<file path="src/rtl/spatial_encoder_sequencer.sv">
// Spatial encoder sequencer: latches one frame of channel feature codes,
// then walks the channels one per cycle. For each channel it presents the
// item-memory address, the feature code and the accumulator strobes. When
// the frame is finished it holds the result valid until downstream accepts it.
module spatial_encoder_sequencer #(
    parameter int MOD0_CHANNELS = 32,
    parameter int MOD1_CHANNELS = 77,
    parameter int MOD2_CHANNELS = 108,
    parameter int CHANNEL_WIDTH = 2,
    parameter int IDX_WIDTH     = 8
) (
    input  logic                                                               Clk_CI,
    input  logic                                                               Reset_RBI,
    input  logic                                                               FrameValid_SI,
    output logic                                                               FrameReady_SO,
    input  logic [(MOD0_CHANNELS+MOD1_CHANNELS+MOD2_CHANNELS)*CHANNEL_WIDTH-1:0] FrameIn_DI,
    input  logic                                                               Stall_SI,
    output logic [IDX_WIDTH-1:0]                                               ChannelIdx_DO,
    output logic [CHANNEL_WIDTH-1:0]                                           FeatureOut_DO,
    output logic                                                               Enable_SO,
    output logic                                                               FirstHypervector_SO,
    output logic                                                               StoreSecond_SO,
    output logic                                                               XorFinal_SO,
    output logic                                                               ResultValid_SO,
    input  logic                                                               ResultReady_SI
);

    localparam int N_CHANNELS  = MOD0_CHANNELS + MOD1_CHANNELS + MOD2_CHANNELS;
    localparam int FRAME_WIDTH = N_CHANNELS * CHANNEL_WIDTH;

    localparam logic [1:0] ST_IDLE = 2'd0;
    localparam logic [1:0] ST_RUN  = 2'd1;
    localparam logic [1:0] ST_DONE = 2'd2;

    // Modality boundaries, expressed as channel indices.
    localparam logic [IDX_WIDTH-1:0] IDX_ZERO    = IDX_WIDTH'(0);
    localparam logic [IDX_WIDTH-1:0] IDX_ONE     = IDX_WIDTH'(1);
    localparam logic [IDX_WIDTH-1:0] SECOND0_IDX = IDX_WIDTH'(1);
    localparam logic [IDX_WIDTH-1:0] SECOND1_IDX = IDX_WIDTH'(MOD0_CHANNELS + 1);
    localparam logic [IDX_WIDTH-1:0] SECOND2_IDX = IDX_WIDTH'(MOD0_CHANNELS + MOD1_CHANNELS + 1);
    localparam logic [IDX_WIDTH-1:0] FINAL0_IDX  = IDX_WIDTH'(MOD0_CHANNELS - 1);
    localparam logic [IDX_WIDTH-1:0] FINAL1_IDX  = IDX_WIDTH'(MOD0_CHANNELS + MOD1_CHANNELS - 1);
    localparam logic [IDX_WIDTH-1:0] LAST_IDX    = IDX_WIDTH'(N_CHANNELS - 1);

    // A single-channel modality has no second channel; its start+1 would
    // alias the first channel of the next modality, so it must be masked.
    localparam bit HAS_SECOND0 = (MOD0_CHANNELS >= 2);
    localparam bit HAS_SECOND1 = (MOD1_CHANNELS >= 2);
    localparam bit HAS_SECOND2 = (MOD2_CHANNELS >= 2);

    logic [1:0]               r_state;
    logic [IDX_WIDTH-1:0]     r_idx;
    logic [FRAME_WIDTH-1:0]   r_frame;

    logic                     w_enable;
    logic                     w_first;
    logic                     w_second;
    logic                     w_xor_final;
    logic [CHANNEL_WIDTH-1:0] w_feature;

    // Sequencer state, channel index and latched frame.
    always_ff @(posedge Clk_CI or negedge Reset_RBI) begin
        if (!Reset_RBI) begin
            r_state <= ST_IDLE;
            r_idx   <= IDX_ZERO;
            r_frame <= '0;
        end else begin
            case (r_state)
                ST_IDLE: begin
                    if (FrameValid_SI) begin
                        r_frame <= FrameIn_DI;
                        r_idx   <= IDX_ZERO;
                        r_state <= ST_RUN;
                    end else begin
                        r_state <= ST_IDLE;
                    end
                end
                ST_RUN: begin
                    if (!Stall_SI) begin
                        if (r_idx == LAST_IDX) begin
                            r_idx   <= IDX_ZERO;
                            r_state <= ST_DONE;
                        end else begin
                            r_idx <= r_idx + IDX_ONE;
                        end
                    end else begin
                        r_idx <= r_idx;
                    end
                end
                ST_DONE: begin
                    if (ResultReady_SI) begin
                        r_state <= ST_IDLE;
                    end else begin
                        r_state <= ST_DONE;
                    end
                end
                default: begin
                    r_state <= ST_IDLE;
                    r_idx   <= IDX_ZERO;
                end
            endcase
        end
    end

    // Accumulator strobes and feature mux, live only while stepping channels.
    always_comb begin
        w_enable    = 1'b0;
        w_first     = 1'b0;
        w_second    = 1'b0;
        w_xor_final = 1'b0;
        w_feature   = '0;
        if (r_state == ST_RUN) begin
            w_enable    = !Stall_SI;
            w_first     = (r_idx == IDX_ZERO);
            w_second    = (HAS_SECOND0 && (r_idx == SECOND0_IDX)) ||
                          (HAS_SECOND1 && (r_idx == SECOND1_IDX)) ||
                          (HAS_SECOND2 && (r_idx == SECOND2_IDX));
            w_xor_final = (r_idx == FINAL0_IDX) || (r_idx == FINAL1_IDX) ||
                          (r_idx == LAST_IDX);
            w_feature   = r_frame[int'(r_idx)*CHANNEL_WIDTH +: CHANNEL_WIDTH];
        end else begin
            w_enable    = 1'b0;
            w_feature   = '0;
        end
    end

    assign FrameReady_SO       = (r_state == ST_IDLE);
    assign ResultValid_SO      = (r_state == ST_DONE);
    assign ChannelIdx_DO       = r_idx;
    assign FeatureOut_DO       = w_feature;
    assign Enable_SO           = w_enable;
    assign FirstHypervector_SO = w_first;
    assign StoreSecond_SO      = w_second;
    assign XorFinal_SO         = w_xor_final;

endmodule

</file>
<file path="config.mk">
export PLATFORM = sky130hd
export DESIGN_NAME = spatial_encoder_sequencer
export DESIGN_NICKNAME = d
export VERILOG_FILES = /design/src/rtl/spatial_encoder_sequencer.sv
export SDC_FILE = /design/constraint.sdc
export NUM_CORES = 1
export LEC_CHECK = 0
export CAP_MARGIN = 20
export CORE_ASPECT_RATIO = 0.8
export CORE_MARGIN = 1
export CORE_UTILIZATION = 51
export CTS_CLUSTER_DIAMETER = 80
export DETAILED_ROUTE_END_ITERATION = 16
export PLACE_DENSITY = 0.89
export SYNTH_ARGS = -nofsm -noshare
export SYNTH_HDL_FRONTEND = slang
export SYNTH_SLANG_ARGS = --single-unit
</file>
<file path="constraint.sdc">
create_clock -name Clk_CI -period 3.5 [get_ports Clk_CI]
set_input_delay 0.7 -clock Clk_CI [delete_from_list [all_inputs] [get_ports Clk_CI]]
set_output_delay 0.7 -clock Clk_CI [all_outputs]
set_load 0.02 [all_outputs]
</file>
==> results of run 1 <==
Yosys cell counts, drive strengths merged (2+ instances only):
cell type / n
nand2: 23
o21ai: 5
mux4: 114
a31o: 2
buf: 34
a32oi: 2
nand2b: 4
nor3: 2
o22a: 2
nand3b: 5
clkbuf: 52
a41o: 2
a21oi: 6
nand3: 9
a31oi: 5
xnor2: 4
or3b: 4
dfrtp: 444
o211ai: 2
clkinv: 3
mux2i: 11
a311oi: 2
mux2: 436
xor2: 3
inv: 3
o22ai: 17
nor2: 22
nor2b: 5
o221ai: 3
a221oi: 3
a22o: 4
ha: 4
how the worst min path moves through the flow:
stage	to	cells past startpoint
floorplan	ChannelIdx_DO[0]	0
global placement	r_frame[170]	1
detailed placement	r_frame[228]	1
CTS	r_frame[59]	1
global route	r_frame[4]	1
finish	r_frame[0]	1
routing by layer:
metal	share of wire (%)	vias up	track usage, %
li1	-	5716	-
met1	40	7058	39.9
met2	49	577	48.4
met3	7.5	114	6.47
met4	3.1	6	9.34
met5	0.058	-	0
kinds of logic (layout without fill, tap and decap cells):
family | Yosys count | in the layout | synth area share (%)
compound gates | 63 | 63 | 2.28
xor+xnor | 7 | 7 | 0.304
fa+ha+maj | 4 | 4 | 0.249
buf+inv | 92 | 611 | 2.17
flops | 444 | 444 | 55.2
mux | 561 | 561 | 37.8
other cells | 0 | 3 | 0
simple gates | 82 | 82 | 2.05
worst register-to-register path: stages (launching register included):
cell and delay, ns:
dfrtp_4 0.56, buf_12 0.16, buf_16 0.14, buf_12 0.13, clkinv_1 0.07, ha_1 0.19
and4_1 0.18, nand3_1 0.14, buf_4 0.20, a21oi_1 0.52, nor2_1 0.16
cell usage in the layout (no fill, tap or decap), types with 4 or more instances in the layout:
cell / n
clkdlybuf4s50_1: 449
dfrtp_1: 440
mux2_2: 436
mux4_2: 110
clkbuf_16: 48
buf_4: 42
nand2_1: 23
nor2_1: 21
buf_12: 17
o22ai_1: 14
clkbuf_1: 14
mux2i_1: 11
nand3_1: 8
clkinv_2: 8
clkbuf_8: 8
buf_16: 6
nand3b_1: 5
a31oi_1: 5
nor2b_1: 5
a21oi_1: 5
nand2b_1: 4
o21ai_0: 4
a22o_1: 4
mux4_1: 4
xnor2_1: 4
ha_1: 4
buf_6: 4
state kept, by name (all words and copies together), names as in the netlist:
| signal | flops |
|---|---|
| r_state | 2 |
| ChannelIdx_DO | 8 |
| r_frame | 434 |
through the flow:
stage / area (um2) / hold WS [ns] / setup TNS (ns) / utilization [%] / setup WS, ns
6_report: 27400 / 0.208 / -0.629 / 71.0 / -0.320
5_1_grt: 27400 / 0.279 / -0.741 / 71.0 / -0.374
4_1_cts: 27200 / 0.239 / -0.609 / 70.5 / -0.319
3_5_place_dp: 25500 / 0.490 / 0 / 66.0 / 0.0217
3_3_place_gp: 25500 / 0.483 / 0 / 66.0 / 0.0640
2_1_floorplan: 20100 / 0.404 / 0 / - / 0.373
power by group through the flow:
stage          Clock [mW]  Combinational, mW  Sequential, mW
5_1_grt              5.11               10.1            9.63
3_5_place_dp            0               8.85            9.36
6_report             4.83               9.55            9.38
4_1_cts              4.89               9.35            9.32
3_3_place_gp            0               8.61            9.19
2_1_floorplan           0               6.34            8.64
layout make-up:
cell class / instances / area (um2) / area share [%]
clock buffers: 69 / 1340 / 4.89
diodes: 3 / 7.51 / 0.0274
multi-input cells: 717 / 8690 / 31.7
well taps: 528 / 661 / 2.41
repair buffers: 522 / 5420 / 19.8
flip-flops and latches: 444 / 11100 / 40.6
inverters: 6 / 26.3 / 0.0959
clock inverters: 14 / 134 / 0.489
timing repair:
item                       4_1_cts  5_1_grt
gates resized for setup         25       14
setup buffers                    4       10
pin swaps                        6        6
gates cloned                     4        1
setup endpoints to repair        4        3
==> results.toml, run 1 <==
[critical_path]
critPathSlowestCell = "mux4_2"
cp-endpoint = "FeatureOut_DO[0]"
path_buf_inv = 3
critPathTopFamily = "multiplexers"
crit_cells = 7
cp_cell_sequence = "buf_16 -> buf_4 -> mux4_2 -> mux4_2 -> a221oi_4 -> o22ai_4 -> buf_6"
end_kind = "output pin"
worstReg2RegStart = "ChannelIdx_DO[0]"
crit_top_cell = "mux4_2"
startpoint = "ChannelIdx_DO[0]"
cp-start-kind = "register"
worstPathMaxFanout = 8
cpPeakStageDelay_ns = 0.56
r2r_slack_ns = 0.90
reg2regPathDepth = 10
rr_endpoint = "ChannelIdx_DO[0]"
path_class = "register to output pin"
worstPathArrival_ns = 3.12
required_ns = 2.80

[global_route]
grt.overflow.total = 0
grt_max_degree = 114
grt_pass1_vias = 14600
grt_use_total_pct = 29.7
grt_first_pass_wirelength_mm = 89.4
antenna_found_initial = 6

[floorplanning]
dieArea_um2 = 40300
fp-row-count = 64
coreArea_um2 = 38600
die_h_um = 180
die_width_um = 224
ios = 455
start_util_pct = 52.2

[power]
seqPwrFrac_pct = 39.5
switching_power_mw = 7.45
ir_drop_mv = 0.475
pwr-share-comb_pct = 40.2
p_leak_nw = 11.0
total_power_mw = 23.8
powerDensity_nw_per_um2 = 867
p_clk_share_pct = 20.3
p_sw_share_pct = 31.3
intPower_mw = 16.3

[place]
io_buffers = 454
hpwl_mm = 42.8
dpl.cell_count = 2198
gp_congestion = 0.886

[timing]
slew_headroom_pct = 39.8
rsz0062_at_grt = "yes"
period_minus_slack_ns = 3.82
fin_ws_ns = -0.320
max_freq_mhz = 262
setup_viol = 2
slew_violations = 0
skew_ns = 0.0300
worstMarginPinSlew_ns = 0.903
fin_crit_sh_pct = 109
hold_viol = 0

[synthesis]
synth_cell_type_count = 54
avgSynthCellArea_um2 = 16.1
synth-edff-count = 0
yosysTopAreaCell = "dfrtp_1"
syn_inst = 1253
synth.net_count = 1696
ys_ff_latch = 444
synth_top_area_share_pct = 55.2
ys.warnings.count = 0
seq_area_frac_synth_pct = 55.2
synth_top_flop_cell = "dfrtp_1"
ys_async_sr_fraction_pct = 100
synth_area_leaders = "dfrtp_1 55%, mux2_2 24%, mux4_2 12%"
synth_area_um2 = 20100

[clock_tree]
cts_buffers = 46
clk_transition_reported_paths_ns = 0.06
clkLatencyLatePin_ns = 0.56
root_buffer = "clkbuf_16"
holdBufCountCts = 0
clockBufferDepth = 3
cts_tree = "built"
cts_sinks = 444
htree_levels = 2

[min_path]
hold_class = "input pin to async pin"

[cells_and_area]
fin_cells = 2303
drive_gt1_share_pct = 40.3
nFillCells = 2464
nNetsFinal = 2180
area_growth_pct = 36.1

[routing]
postRouteAntennaNets = 0
drt_drc_violations_left = 0
viasPerCell = 5.85
via_count = 13500
drtIter0Drc = 986
first_pass_iters = 5
wl_mm = 58.8
wl_per_cell_um = 25.6

[outcome]
outcome = "complete, but fails checks"
failed_checks = "negative setup slack"

[flow_run]
maxCapViolCount = 0
No activity file was read; power rests on OpenSTA's default activity.
==> inputs of run 2 (changes only) <==
- PLACE_DENSITY: 0.89 -> unset
- PLACE_DENSITY_LB_ADDON: unset -> 0.3
- SLEW_MARGIN: unset -> 40
==> run 2 against run 1 <==
- sequential share of layout area down 0.27 points
- cell count up 1.1%
- clock skew down 0.0056 ns
- highest routed layer unchanged
- critical path depth up 1
- largest cell class unchanged
- non-clock buffer count up 20
- the flow still finishes with violations (negative setup slack)
==> results.toml, run 2 (synthesis results as in run 1) <==
[outcome]
outcome = "complete, but fails checks"
failed_checks = "negative setup slack"

[place]
hpwl_mm = 42.7
gp_congestion = 0.857
place_ws_ns = -0.299
io_buffers = 454
dpl.cell_count = 2224

[power]
seqPwrFrac_pct = 39.4
powerDensity_nw_per_um2 = 852
p_leak_nw = 11.1
p_clk_share_pct = 20.4
switching_power_mw = 7.19
p_sw_share_pct = 30.6
pwr-share-comb_pct = 40.2
ir_drop_mv = 0.481
intPower_mw = 16.3
total_power_mw = 23.5

[critical_path]
cp_cell_sequence = "buf_12 -> buf_16 -> mux4_2 -> mux4_2 -> a31oi_4 -> a311oi_4 -> a41o_1 -> buf_6"
critPathTopFamily = "multiplexers"
worstPathArrival_ns = 3.09
worstPathMaxFanout = 7
cp-start-kind = "register"
crit_top_cell = "mux4_2"
critPathSlowestCell = "mux4_2"
cpPeakStageDelay_ns = 0.53
required_ns = 2.80
path_class = "register to output pin"
end_kind = "output pin"
path_buf_inv = 3

[routing]
drt_drc_violations_left = 0
via_count = 13300
viasPerCell = 5.72
postRouteAntennaNets = 0
wl_per_cell_um = 25.0
drtIter0Drc = 1013
first_pass_iters = 5
wl_mm = 58.1

[timing]
hold_viol = 0
fin_ws_ns = -0.290
setup_viol = 2
rsz0062_at_grt = "yes"
whs_ns = 0.502
slew_headroom_pct = 57.1
period_minus_slack_ns = 3.79
worstMarginPinSlew_ns = 0.643
skew_ns = 0.0244
fin_crit_sh_pct = 108
max_freq_mhz = 264
slew_violations = 0

[global_route]
grt_first_pass_wirelength_mm = 88.2
grt_use_total_pct = 29.3
grt_max_degree = 120
grt.busiest_layer = "met2"
use_met3_pct = 6.11
met2_usage_pct = 45.8
antenna_found_initial = 12
grt_pass1_vias = 14400
grtUsageMet1_pct = 40.9
grt.overflow.total = 0

[clock_tree]
clkLatencyLatePin_ns = 0.56
cts_sinks = 444
clk_transition_reported_paths_ns = 0.06
htree_levels = 2
root_buffer = "clkbuf_16"
cts_tree = "built"
clockBufferDepth = 3
cts_buffers = 45

[cells_and_area]
fin_cells = 2329
mostFrequentLayoutCell = "clkdlybuf4s50_1"
drive_gt1_share_pct = 40.9
final_cell_mix = "448 x clkdlybuf4s50_1, 440 x dfrtp_1, 436 x mux2_2, 112 x mux4_2, 55 x buf_4"
largest_reg_flops = 434
nNetsFinal = 2199
regMostFlops = "r_frame"
post-route-util_pct = 71.5
area_growth_pct = 37.0

[floorplanning]
die_width_um = 224
ios = 455
dieArea_um2 = 40300
start_util_pct = 52.2
fp-row-count = 64
coreArea_um2 = 38600
die_h_um = 180

[flow_run]
maxCapViolCount = 0

[min_path]
hold_class = "register to register"
run 2: cell types whose count changed in the layout (fill, tap and decap cells not counted), sizes merged:
cell           previous run  this run
buf                      71        89
diode                     3        10
clkbuf                   71        68
bufbuf                    0         2
dlygate4sd2               0         2
bufinv                    2         1
clkdlybuf4s50           449       448
clkinv                   11        12
dlygate4sd3               0         1
run 2: path summary, 6_finish.rpt:
| kind | from | endpoint | slack, ns | cells after the start |
|---|---|---|---|---|
| max | ChannelIdx_DO[0] | FeatureOut_DO[1] | -0.29 | 8 |
| min | r_frame[388] | r_frame[388] | 0.50 | 1 |
| max reg2reg | ChannelIdx_DO[0] | ChannelIdx_DO[0] | 0.96 | 9 |
| min reg2reg | r_frame[388] | r_frame[388] | 0.50 | 1 |
| max in group asynchronous | Reset_RBI | r_frame[204] | 1.74 | 5 |
| min in group asynchronous | Reset_RBI | r_frame[103] | 0.58 | 2 |
run 2: what timing repair did:
| action | CTS | global route |
|---|---|---|
| hold endpoints to repair | 0 | 24 |
| pin swaps | 9 | 3 |
| setup buffers | 8 | 0 |
| hold buffers | 0 | 1 |
| gates cloned | 3 | 0 |
| setup endpoints to repair | 5 | 2 |
| resized for setup | 41 | 6 |
run 2: layer usage:
metal | share of wire, % | vias up
met5 | 0.069 | -
met4 | 2.8 | 6
met3 | 6.3 | 97
met2 | 49 | 492
met1 | 42 | 6940
li1 | - | 5787
run 2: power groups by stage:
stage                     sequential [mW]  clock, mW  combinational, mW
after CTS                            9.23       4.86               9.51
after global placement               9.19          0               8.79
after detailed placement             9.30          0               9.05
after floorplan                      8.64          0               6.34
final                                9.26       4.79               9.46
after global routing                 9.54       5.08               10.0
run 2: area by class of cell:
type / instances / area [um2]
clock buffers: 68 / 1370
well taps: 528 / 661
flip-flops and latches: 444 / 11100
clock inverters: 14 / 104
multi-input cells: 717 / 8660
inverters: 6 / 22.5
fillers: 2573 / 11000
repair buffers: 542 / 5630
diodes: 10 / 25.0
run 2: stage by stage:
stage | cell area (um2) | TNS (ns)
6_report | 27600 | -0.531
4_1_cts | 27500 | -0.523
3_5_place_dp | 25800 | -0.549
3_3_place_gp | 25800 | -0.541
2_1_floorplan | 20100 | 0
5_1_grt | 27600 | -0.653
==> inputs of run 3 (changes only) <==
- GPL_TIMING_DRIVEN: unset -> 0
==> run 3 against run 2 <==
- the flow still finishes with violations (negative setup slack)
- largest power group unchanged
- maximum frequency about the same
- clock power rose by 5.6%
- final area barely moved
- critical endpoint unchanged
- register-to-register slack got worse by 0.35 ns
- first-iteration DRC count increased by 2.7%
- count of clock-buffer cells in the layout did not move
- highest routed layer unchanged
==> results.toml, run 3 (synthesis results as in run 1) <==
[timing]
slew_headroom_pct = 50.5
fin_tns_setup_ns = -0.562
hold_viol = 0
slew_violations = 0
skew_ns = 0.0225
period_minus_slack_ns = 3.79
whs_ns = 0.0218
rsz0062_at_grt = "yes"
fin_crit_sh_pct = 108
fin_ws_ns = -0.287
worstMarginPinSlew_ns = 0.743
setup_viol = 2
max_freq_mhz = 264

[floorplanning]
start_util_pct = 52.2
die_h_um = 180
dieArea_um2 = 40300
ios = 455
die_width_um = 224
coreArea_um2 = 38600
fp-row-count = 64

[routing]
postRouteAntennaNets = 0
wl_per_cell_um = 26.9
viasPerCell = 5.79
drt_drc_violations_left = 0
wl_mm = 63.1
drtIter0Drc = 1040
first_pass_iters = 5
via_count = 13600

[flow_run]
maxCapViolCount = 0

[cells_and_area]
largest_reg_flops = 434
final_cell_mix = "448 x clkdlybuf4s50_1, 442 x dfrtp_1, 436 x mux2_2, 112 x mux4_2, 55 x clkbuf_1"
final_area_um2 = 27600
mostFrequentLayoutCell = "clkdlybuf4s50_1"
drive_gt1_share_pct = 39.6
regMostFlops = "r_frame"
area_growth_pct = 37.1
nNetsFinal = 2214

[critical_path]
critPathTopFamily = "multiplexers"
r2r_slack_ns = 0.61
rr_endpoint = "r_frame[392]"
worstPathArrival_ns = 3.09
reg2regPathDepth = 5
path_class = "register to output pin"
required_ns = 2.80
path_buf_inv = 3
cpPeakStageDelay_ns = 0.56
cp-start-kind = "register"
worstPathMaxFanout = 7
end_kind = "output pin"
critPathSlowestCell = "mux4_2"
worstReg2RegStart = "r_state[0]"
cp_cell_sequence = "buf_12 -> buf_12 -> mux4_2 -> mux4_2 -> a31oi_4 -> a311oi_2 -> a41o_1 -> buf_6"

[global_route]
grtUsageMet1_pct = 42.3
antenna_found_initial = 27
use_met3_pct = 9.61
grt_use_total_pct = 31.8
grt.busiest_layer = "met2"
grt_first_pass_wirelength_mm = 93.5
met2_usage_pct = 49.9
grt_max_degree = 78
grt_pass1_vias = 14700
grt.overflow.total = 0

[place]
hpwl_mm = 47.1
placed_cell_area_um2 = 25500
io_buffers = 454
gp_congestion = 0.916

[power]
ir_drop_mv = 0.453
powerDensity_nw_per_um2 = 873
p_leak_nw = 11.0
total_power_mw = 24.1

[clock_tree]
root_buffer = "clkbuf_16"
clk_transition_reported_paths_ns = 0.06
cts_buffers = 45
clkLatencyLatePin_ns = 0.56
cts_tree = "built"
htree_levels = 2
holdBufCountCts = 0
clockBufferDepth = 3
cts_sinks = 444

[outcome]
outcome = "complete, but fails checks"
failed_checks = "negative setup slack"

[min_path]
hold_class = "input pin to async pin"
-- run 3: changes by cell type in the layout (fill, tap and decap cells not counted), moves of 4 or more --
cell      delta
clkbuf_1    +45
buf_4       -40
buf_12       -9
buf_16       +5
buf_2        +5
clkbuf_2     +5
diode_2      +4
-- run 3: metal layers --
| metal | wire, um | share of wire [%] |
|---|---|---|
| met5 | 138 | 0.22 |
| met4 | 2160 | 3.4 |
| met3 | 5510 | 8.7 |
| met2 | 29900 | 47 |
| met1 | 25400 | 40 |
-- run 3: how the worst max path moves through the flow --
stage | end | slack [ns] | cells past startpoint | start
2_1_floorplan | FeatureOut_DO[0] | 0.37 | 9 | ChannelIdx_DO[0]
3_3_place_gp | r_frame[317] | -17.55 | 1 | Reset_RBI
3_5_place_dp | FeatureOut_DO[0] | -1.03 | 9 | ChannelIdx_DO[1]
4_1_cts | FeatureOut_DO[1] | -0.32 | 8 | ChannelIdx_DO[0]
5_1_grt | FeatureOut_DO[1] | -0.35 | 8 | ChannelIdx_DO[0]
6_report | FeatureOut_DO[1] | -0.29 | 8 | ChannelIdx_DO[0]
-- run 3: repair_timing --
item                                    4_1_cts  5_1_grt
gates resized for setup                     108       31
pin swaps                                     5        5
cloned                                        1        0
endpoints found under the setup margin        5        5
setup buffers                                11        0
-- run 3: power by group --
group          switching [mW]  leakage, nW  total [mW]  internal, mW
clock network            2.08        0.765        5.06          2.98
registers                1.40         5.23        9.13          7.73
logic                    4.19         5.01        9.92          5.74
total                    7.66         11.0        24.1          16.4
-- run 3: cell type report --
type,count,area [um2]
sequential,444,11100
fill,2625,11000
buffer,85,676
tap,528,661
inverter,6,26.3
clock inverter,15,200
timing repair buffer,472,4830
clock buffer,68,1350
antenna,14,35.0
multi-input combinational,717,8700
-- run 3: stage by stage --
step / std cells / setup WS (ns) / util, %
CTS: 2336 / -0.319 / 71.1
floorplan: 1253 / 0.373 / -
detailed placement: 2241 / -1.03 / 66.1
global route: 2344 / -0.346 / 71.5
finish: 2349 / -0.287 / 71.5
global placement: 2235 / -17.55 / 65.7
